**src/rtl/custom_instr_pkg.sv**
```systemverilog
// custom_instr_pkg: shared enums for the custom-instruction coprocessor path
package custom_instr_pkg;
  typedef enum logic [1:0] {
    MODE_SAME  = 2'b00,
    MODE_ONES  = 2'b01,
    MODE_ZEROS = 2'b10,
    MODE_RSVD  = 2'b11
  } run_mode_e;
  typedef enum logic [1:0] {IDLE, SCAN, DONE} run_state_e;
endpackage

```
**src/rtl/lead_match_cnt.sv**
```systemverilog
// lead_match_cnt: counts leading window bits (bit 0 first) equal to m within the first w bits
module lead_match_cnt #(
  parameter int CHUNK = 8,
  localparam int CW = $clog2(CHUNK) + 1
) (
  input  logic [CHUNK-1:0] win_i,
  input  logic [CW-1:0]    w_i,
  input  logic             m_i,
  output logic [CW-1:0]    cnt_o,
  output logic             all_o
);
  logic run;
  always_comb begin
    cnt_o = '0;
    run = 1'b1;
    for (int i = 0; i < CHUNK; i++) begin
      run = run && (i < int'(w_i)) && (win_i[i] == m_i);
      cnt_o = run ? cnt_o + CW'(1) : cnt_o;
    end
  end
  assign all_o = (cnt_o == w_i);
endmodule

```
**src/rtl/bit_run_counter.sv**
```systemverilog
// bit_run_counter: multi-cycle run-length counter of equal bits from a start position,
// scanning CHUNK bits per cycle toward the LSB or MSB.
module bit_run_counter
  import custom_instr_pkg::*;
#(
  parameter int XLEN  = 32,
  parameter int CHUNK = 8
) (
  input  logic            clk_i,
  input  logic            rst_i,
  input  logic            start_i,
  output logic            ready_o,
  input  logic [XLEN-1:0] rs0_i,
  input  logic [XLEN-1:0] rs1_i,
  input  logic [1:0]      mode_i,
  input  logic            dir_i,
  output logic [XLEN-1:0] rd_o,
  output logic            done_o
);
  localparam int PW = $clog2(XLEN);
  localparam int CW = PW + 1;
  localparam int WW = $clog2(CHUNK) + 1;
  run_state_e state_q, state_d;
  logic [XLEN-1:0] data_q, data_d, rd_q, rd_d, rev;
  logic [PW-1:0] idx_q, idx_d;
  logic [CW-1:0] cnt_q, cnt_d, avail;
  logic [WW-1:0] w, lcnt;
  logic [CHUNK-1:0] win;
  logic dir_q, dir_d, m_q, m_d, all;
  logic unused_rs1;
  assign unused_rs1 = ^rs1_i[XLEN-1:PW];
  for (genvar g = 0; g < XLEN; g++) begin : g_rev
    assign rev[g] = data_q[XLEN-1-g];
  end
  // Downward scans read the bit-reversed operand so the window always starts at bit 0;
  // ~idx equals XLEN-1-idx because XLEN is a power of two.
  assign win = CHUNK'(dir_q ? data_q >> idx_q : rev >> ~idx_q);
  assign avail = dir_q ? CW'(XLEN) - CW'(idx_q) : CW'(idx_q) + CW'(1);
  assign w = (avail < CW'(CHUNK)) ? WW'(avail) : WW'(CHUNK);
  lead_match_cnt #(.CHUNK(CHUNK)) u_lmc (
    .win_i (win),
    .w_i   (w),
    .m_i   (m_q),
    .cnt_o (lcnt),
    .all_o (all)
  );
  always_comb begin
    state_d = state_q;
    data_d  = data_q;
    idx_d   = idx_q;
    dir_d   = dir_q;
    m_d     = m_q;
    cnt_d   = cnt_q;
    rd_d    = rd_q;
    if (state_q == IDLE && start_i) begin
      data_d  = rs0_i;
      idx_d   = rs1_i[PW-1:0];
      dir_d   = dir_i;
      m_d     = (mode_i == MODE_ONES) ? 1'b1 : (mode_i == MODE_ZEROS) ? 1'b0 : rs0_i[rs1_i[PW-1:0]];
      cnt_d   = '0;
      state_d = SCAN;
    end else if (state_q == SCAN) begin
      cnt_d = cnt_q + CW'(lcnt);
      if (all && CW'(w) < avail) begin
        idx_d = dir_q ? idx_q + PW'(w) : idx_q - PW'(w);
      end else begin
        state_d = DONE;
        rd_d    = XLEN'(cnt_d);
      end
    end else if (state_q == DONE) begin
      state_d = IDLE;
    end
  end
  always_ff @(posedge clk_i) begin
    if (rst_i) begin
      state_q <= IDLE;
      data_q  <= '0;
      idx_q   <= '0;
      dir_q   <= 1'b0;
      m_q     <= 1'b0;
      cnt_q   <= '0;
      rd_q    <= '0;
    end else begin
      state_q <= state_d;
      data_q  <= data_d;
      idx_q   <= idx_d;
      dir_q   <= dir_d;
      m_q     <= m_d;
      cnt_q   <= cnt_d;
      rd_q    <= rd_d;
    end
  end
  assign ready_o = (state_q == IDLE);
  assign done_o  = (state_q == DONE);
  assign rd_o    = rd_q;
endmodule

```
**config.mk**
```make
export PLATFORM = sky130hd
export DESIGN_NAME = bit_run_counter
export DESIGN_NICKNAME = d
export VERILOG_FILES = /design/src/rtl/custom_instr_pkg.sv /design/src/rtl/lead_match_cnt.sv /design/src/rtl/bit_run_counter.sv
export SDC_FILE = /design/constraint.sdc
export NUM_CORES = 1
export LEC_CHECK = 0
export CORE_UTILIZATION = 40
export DETAILED_ROUTE_END_ITERATION = 16
export PLACE_DENSITY = 0.64
export SYNTH_ARGS = -nofsm -noshare
export SYNTH_HDL_FRONTEND = slang
export SYNTH_SLANG_ARGS = --single-unit
export TNS_END_PERCENT = 100
```
**constraint.sdc**
```tcl
create_clock -name clk_i -period 12.2 [get_ports clk_i]
set_clock_uncertainty 0.1 [all_clocks]
set_input_delay 1.83 -clock clk_i [delete_from_list [all_inputs] [get_ports clk_i]]
set_output_delay 1.83 -clock clk_i [all_outputs]
set_load 0.01 [all_outputs]
```
Word-level counts from Yosys, hierarchy flattened
Index checks and enable logic that the tools add are counted.
{"block": "totals", "regBits": 53, "latch_bits": 0, "mem_bits_rw": 0, "romBits": 0, "output_inout_bits": 34, "mem_count": 0}
{"block": "classes", "add_sub_neg": 12, "n_mul": 0, "div": 0, "magnitude_cmp": 11, "n_eq_ne": 15, "shift": 2, "mux": 23, "bitwise_logic": 3, "n_reduce_logical": 27}
{"operator": ">> shifter 32 x 5 -> 8 bit", "count": 2}
{"operator": "2-to-1 mux 4 bit", "count": 8}
{"operator": "adder 4 x 1 -> 4 bit, second input constant", "count": 7}
{"operator": "2-to-1 mux 5 bit", "count": 4}
{"operator": "logical AND 1 bit", "count": 17}
{"operator": "less-than comparator 3 x 4 -> 1 bit, first input constant", "count": 4}
{"operator": "equality test 1 bit", "count": 8}
{"operator": "less-than comparator 1 x 4 -> 1 bit, first input constant", "count": 2}
{"operator": "less-than comparator 2 x 4 -> 1 bit, first input constant", "count": 2}
{"operator": "2-to-1 mux 8 bit", "count": 1}
{"operator": "adder 5 x 1 -> 6 bit, second input constant", "count": 1}
{"operator": "adder 6 x 4 -> 6 bit", "count": 1}
{"operator": "less-than comparator 4 x 6 -> 1 bit", "count": 1}
{"operator": "less-than comparator 5 x 6 -> 1 bit, second input constant", "count": 1}
{"operator": "less-than comparator 6 x 4 -> 1 bit, second input constant", "count": 1}
{"operator": "2-to-1 mux 2 bit", "count": 3}
{"operator": "2-to-1 mux 6 bit", "count": 1}
{"operator": "AND reduction 2 bit", "count": 3}
{"operator": "nonzero test 2 bit", "count": 3}
{"operator": "subtractor 6 x 5 -> 6 bit, first input constant", "count": 1}
{"operator": "adder 5 x 4 -> 5 bit", "count": 1}
{"operator": "binary-select mux 1 bit (select 5 bit)", "count": 1}
{"operator": "2-to-1 mux 1 bit", "count": 5}
{"operator": "inverter 5 bit", "count": 1}
{"operator": "other kinds (11)", "count": 14}

Depth between registers and ports, before layout
{"block": "logic_depth", "depth_word": 26, "ltp_mapped": 40}

Hierarchy
A second synthesis with hierarchy kept.
{"block": "hier_totals", "cells_unflattened": 673, "hier_area_um2": 5582.9}
{"module": "bit_run_counter", "instances": 1, "cells_each": 560, "area_each_um2": 4704.5, "seq_area_each_um2": 1061.0}
{"module": "lead_match_cnt", "instances": 1, "cells_each": 113, "area_each_um2": 878.3, "seq_area_each_um2": 0.0}

Least setup slack after synthesis
OpenSTA, ideal clock, no wires.
{"block": "synth_path", "path_kind": "register to register", "start": "register (tool-made name)", "end": "register rd_q[4], in the netlist rd_o[4]", "setup_time_ps": 69, "t_arrival_ps": 7060, "required_time_ps": 12031, "path_slack_ps": 4972, "path_stages_with_launch": 40, "path_cell_list": "dfxtp_1 -> inv_2 -> buf_1 -> ha_1 -> nand2b_1 -> a21o_1 -> a221oi_1 -> and3_1 -> inv_1 -> ha_1 -> nor2b_1 -> o21a_4 -> inv_4 -> or2_2 -> buf_2 -> o21ai_0 -> ha_1 -> and4_1 -> [4 not listed] -> nand2_1 -> o21ai_0 -> ha_1 -> and2_1 -> o22a_1 -> ha_1 -> and3_1 -> mux2i_1 -> xor2_1 -> nor2_1 -> xnor2_1 -> ha_1 -> nor2b_1 -> o21ai_0 -> nand2b_1 -> xnor2_1 -> or4_1 -> o21ai_1"}
{"element": "to (signal assigned)", "line_no": "bit_run_counter.sv:90", "rtl": "rd_q <= rd_d;"}
{"element": "to (decl)", "line_no": "bit_run_counter.sv:24", "rtl": "logic [XLEN-1:0] data_q, data_d, rd_q, rd_d, rev;"}

==> metrics.cfg <==
[clock_network]
cts_root_buf = clkbuf_16
cts_tree = done
clk_pin_slew_ps = 70
cts_sinks = 53
clock_path_buffers = 2
hold_buffers = 0
numCtsBuffers = 5
cts_resized = 0
h-tree-depth = 2
clk_latency_ps = 300
postCtsSetupBuffers = 0

[synth]
synth_warnings = 0
ys_seq_area_frac = 0.176
yosysMostFrequentCell = nand2_1
synth_area_per_cell_sq_um = 8.41
syn_area_sq_um = 6010
syn_inst = 715
synthTopCellsByArea = dfxtp_1 18%, mux4_2 16%, nand2_1 6.1%
synth-seq-cells = 53
ys.flop_type = dfxtp_1
yosysTopAreaCell = dfxtp_1
yosys.area.top_type_share = 0.176
async_reset_ff_frac = 0
synth_edf_count = 0
synth_cell_types = 81
synthTopCellsByCount = 97 x nand2_1, 63 x a21oi_1, 53 x dfxtp_1

[global_routing]
track_usage = 0.206
grt_pass1_wl_um = 26700
grt_max_degree = 52
grt_antenna_before_repair = 0
grt.overflow.total = 0
grt_pass1_vias = 5244

[worst_setup_path]
max_stage_delay_ps = 670
worstPathArrival_ps = 8620
end_kind = flop
r2r_cells = 38
critical_path_class = reg2reg
r2r_setup_slack_ps = 3710
cpMostUsedCell = ha_1
slowest_stage = a221oi_1
path_max_fanout = 39
reg2reg_to = rd_o[4]$_SDFFE_PP0P_
required_ps = 12330
critPathLaunchType = flop

[sta]
fmax_mhz = 118
setup_violations = 0
relSlewSlack = 0.367
finalCriticalPeriod_ps = 8490
maxSlewViolCount = 0
setup_tns_ps = 0
final_hold_viol_count = 0
worstMarginPinSlew_ps = 949
whs_ps = 369
period_share = 0.696
rsz0062_at_grt = no

[power_and_ir_drop]
internal_power_uw = 454
p_per_area_nw_per_um2 = 119
p_leak_nw = 2.41
p_sw_frac = 0.419
ir_drop_mv = 0.102
clockPowerShare = 0.184
p_seq_frac = 0.269
p_comb_frac = 0.547
p_switching_uw = 328

[detailed_routing]
wl_per_cell_um = 17.7
drtPass1Iterations = 5
vias = 5567
dr.first_iter.drc_count = 407
vias_per_cell = 6.10
antenna_left = 0
drc_errors = 0
totalWireLength_um = 16200

[finish]
area_growth_pct = 9.61
final_cells = 913
drive_gt1_frac = 0.129
final_util = 0.452
antenna_cells = 0
nets = 820

[placed_design]
gp_congestion = 0.924
hpwlAfterDp_um = 12100
port-buffer-count = 50
dp_cells = 905

[worst_hold_path]
min_to = rd_o[4]$_SDFFE_PP0P_
min_from = rd_o[4]$_SDFFE_PP0P_
hold_class = reg2reg
min_delay_path_depth = 2

[die]
initial_utilization = 0.412
die_w_um = 125
ios = 104
fp-row-count = 44
die_y_um = 125
core_area_sq_um = 14600
die_area_sq_um = 15500

[outcome]
status = completed

[job]
cap_violations = 0

==> metrics by stage <==
step | power, mW | setup slack, ps | area [sq um]
floorplan | 0.546 | 4970 | 6110
global placement | 0.629 | 3950 | 6450
detailed placement | 0.636 | 3860 | 6450
CTS | 0.779 | 3800 | 6590
global route | 0.840 | 3050 | 6590
finish | 0.781 | 3710 | 6590
==> layout make-up <==
cell class / instances / area [sq um]
fillers: 1421 / 8000
multi-input cells: 588 / 4510
flip-flops and latches: 53 / 1060
repair buffers: 56 / 546
well taps: 184 / 230
clock buffers: 5 / 125
inverters: 24 / 92.6
clock inverters: 3 / 21.3
==> cell families after synthesis <==
family | after synthesis | share of synthesized area
AO/OA/AOI/OAI | 175 | 0.194
adder cells (fa/ha/maj) | 22 | 0.0483
XOR/XNOR | 26 | 0.0401
AND/OR/NAND/NOR | 242 | 0.195
other | 1 | 0.000623
flip-flops | 53 | 0.176
buffers and inverters | 99 | 0.0897
multiplexers | 97 | 0.256
==> state kept, by name, indices dropped and copies added, names as in the netlist, named ones only <==
name and flops:
cnt_q 6, data_q 32, dir_q 1, idx_q 4
m_q 1, rd_o 6, state_q 2
==> metal layers <==
metal / vias up / wire, um / GRT usage
li1: 2629 / - / -
met1: 2695 / 7370 / 0.287
met2: 226 / 7610 / 0.339
met3: 17 / 907 / 0.0137
met4: 0 / 277 / 0.0652
met5: - / 0 / 0
==> power by group through the flow <==
| stage | clock [mW] | sequential (mW) | combinational [mW] |
|---|---|---|---|
| 2_1_floorplan | 0 | 0.201 | 0.345 |
| 3_3_place_gp | 0 | 0.213 | 0.416 |
| 3_5_place_dp | 0 | 0.213 | 0.422 |
| 4_1_cts | 0.144 | 0.210 | 0.425 |
| 5_1_grt | 0.153 | 0.213 | 0.475 |
| 6_report | 0.144 | 0.211 | 0.427 |
==> worst max-delay path by stage <==
stage / start / endpoint / slack [ps] / cells after the start
floorplan: flop / rd_o[4]$_SDFFE_PP0P_ / 4970 / 39
global placement: flop / rd_o[4]$_SDFFE_PP0P_ / 3950 / 38
detailed placement: flop / rd_o[4]$_SDFFE_PP0P_ / 3860 / 38
CTS: flop / rd_o[4]$_SDFFE_PP0P_ / 3800 / 38
global route: flop / rd_o[5]$_SDFFE_PP0P_ / 3050 / 37
finish: flop / rd_o[4]$_SDFFE_PP0P_ / 3710 / 38
==> layout by cell type, fill, tap and decap left out, drive strengths merged, types with 7 or more instances in the layout <==
master | synthesis | layout
nand3 | 13 | 13
inv | 23 | 24
mux2i | 36 | 36
ha | 20 | 20
clkdlybuf4s50 | 0 | 50
o21ai | 22 | 22
nor2b | 9 | 9
mux2 | 18 | 18
xor2 | 9 | 9
mux4 | 43 | 43
and3 | 7 | 7
dfxtp | 53 | 53
o22ai | 12 | 12
a21o | 14 | 14
nor2 | 43 | 43
nand2 | 98 | 98
nor3 | 14 | 14
xnor2 | 16 | 16
conb | 1 | 26
nand2b | 11 | 11
a21oi | 63 | 63
==> critical path: cells and delay by family (launching register included) <==
family                     cells  cell delay [ps]
xor gates and xnor gates       4              770
buffers and inverters          4              920
adders and majority gates      6             1730
muxes                          2              450
and+or+nand+nor               12             2240
DFF                            1              310
AOI/OAI and AO/OA             10             1890
No activity file was read; power rests on OpenSTA's default activity.
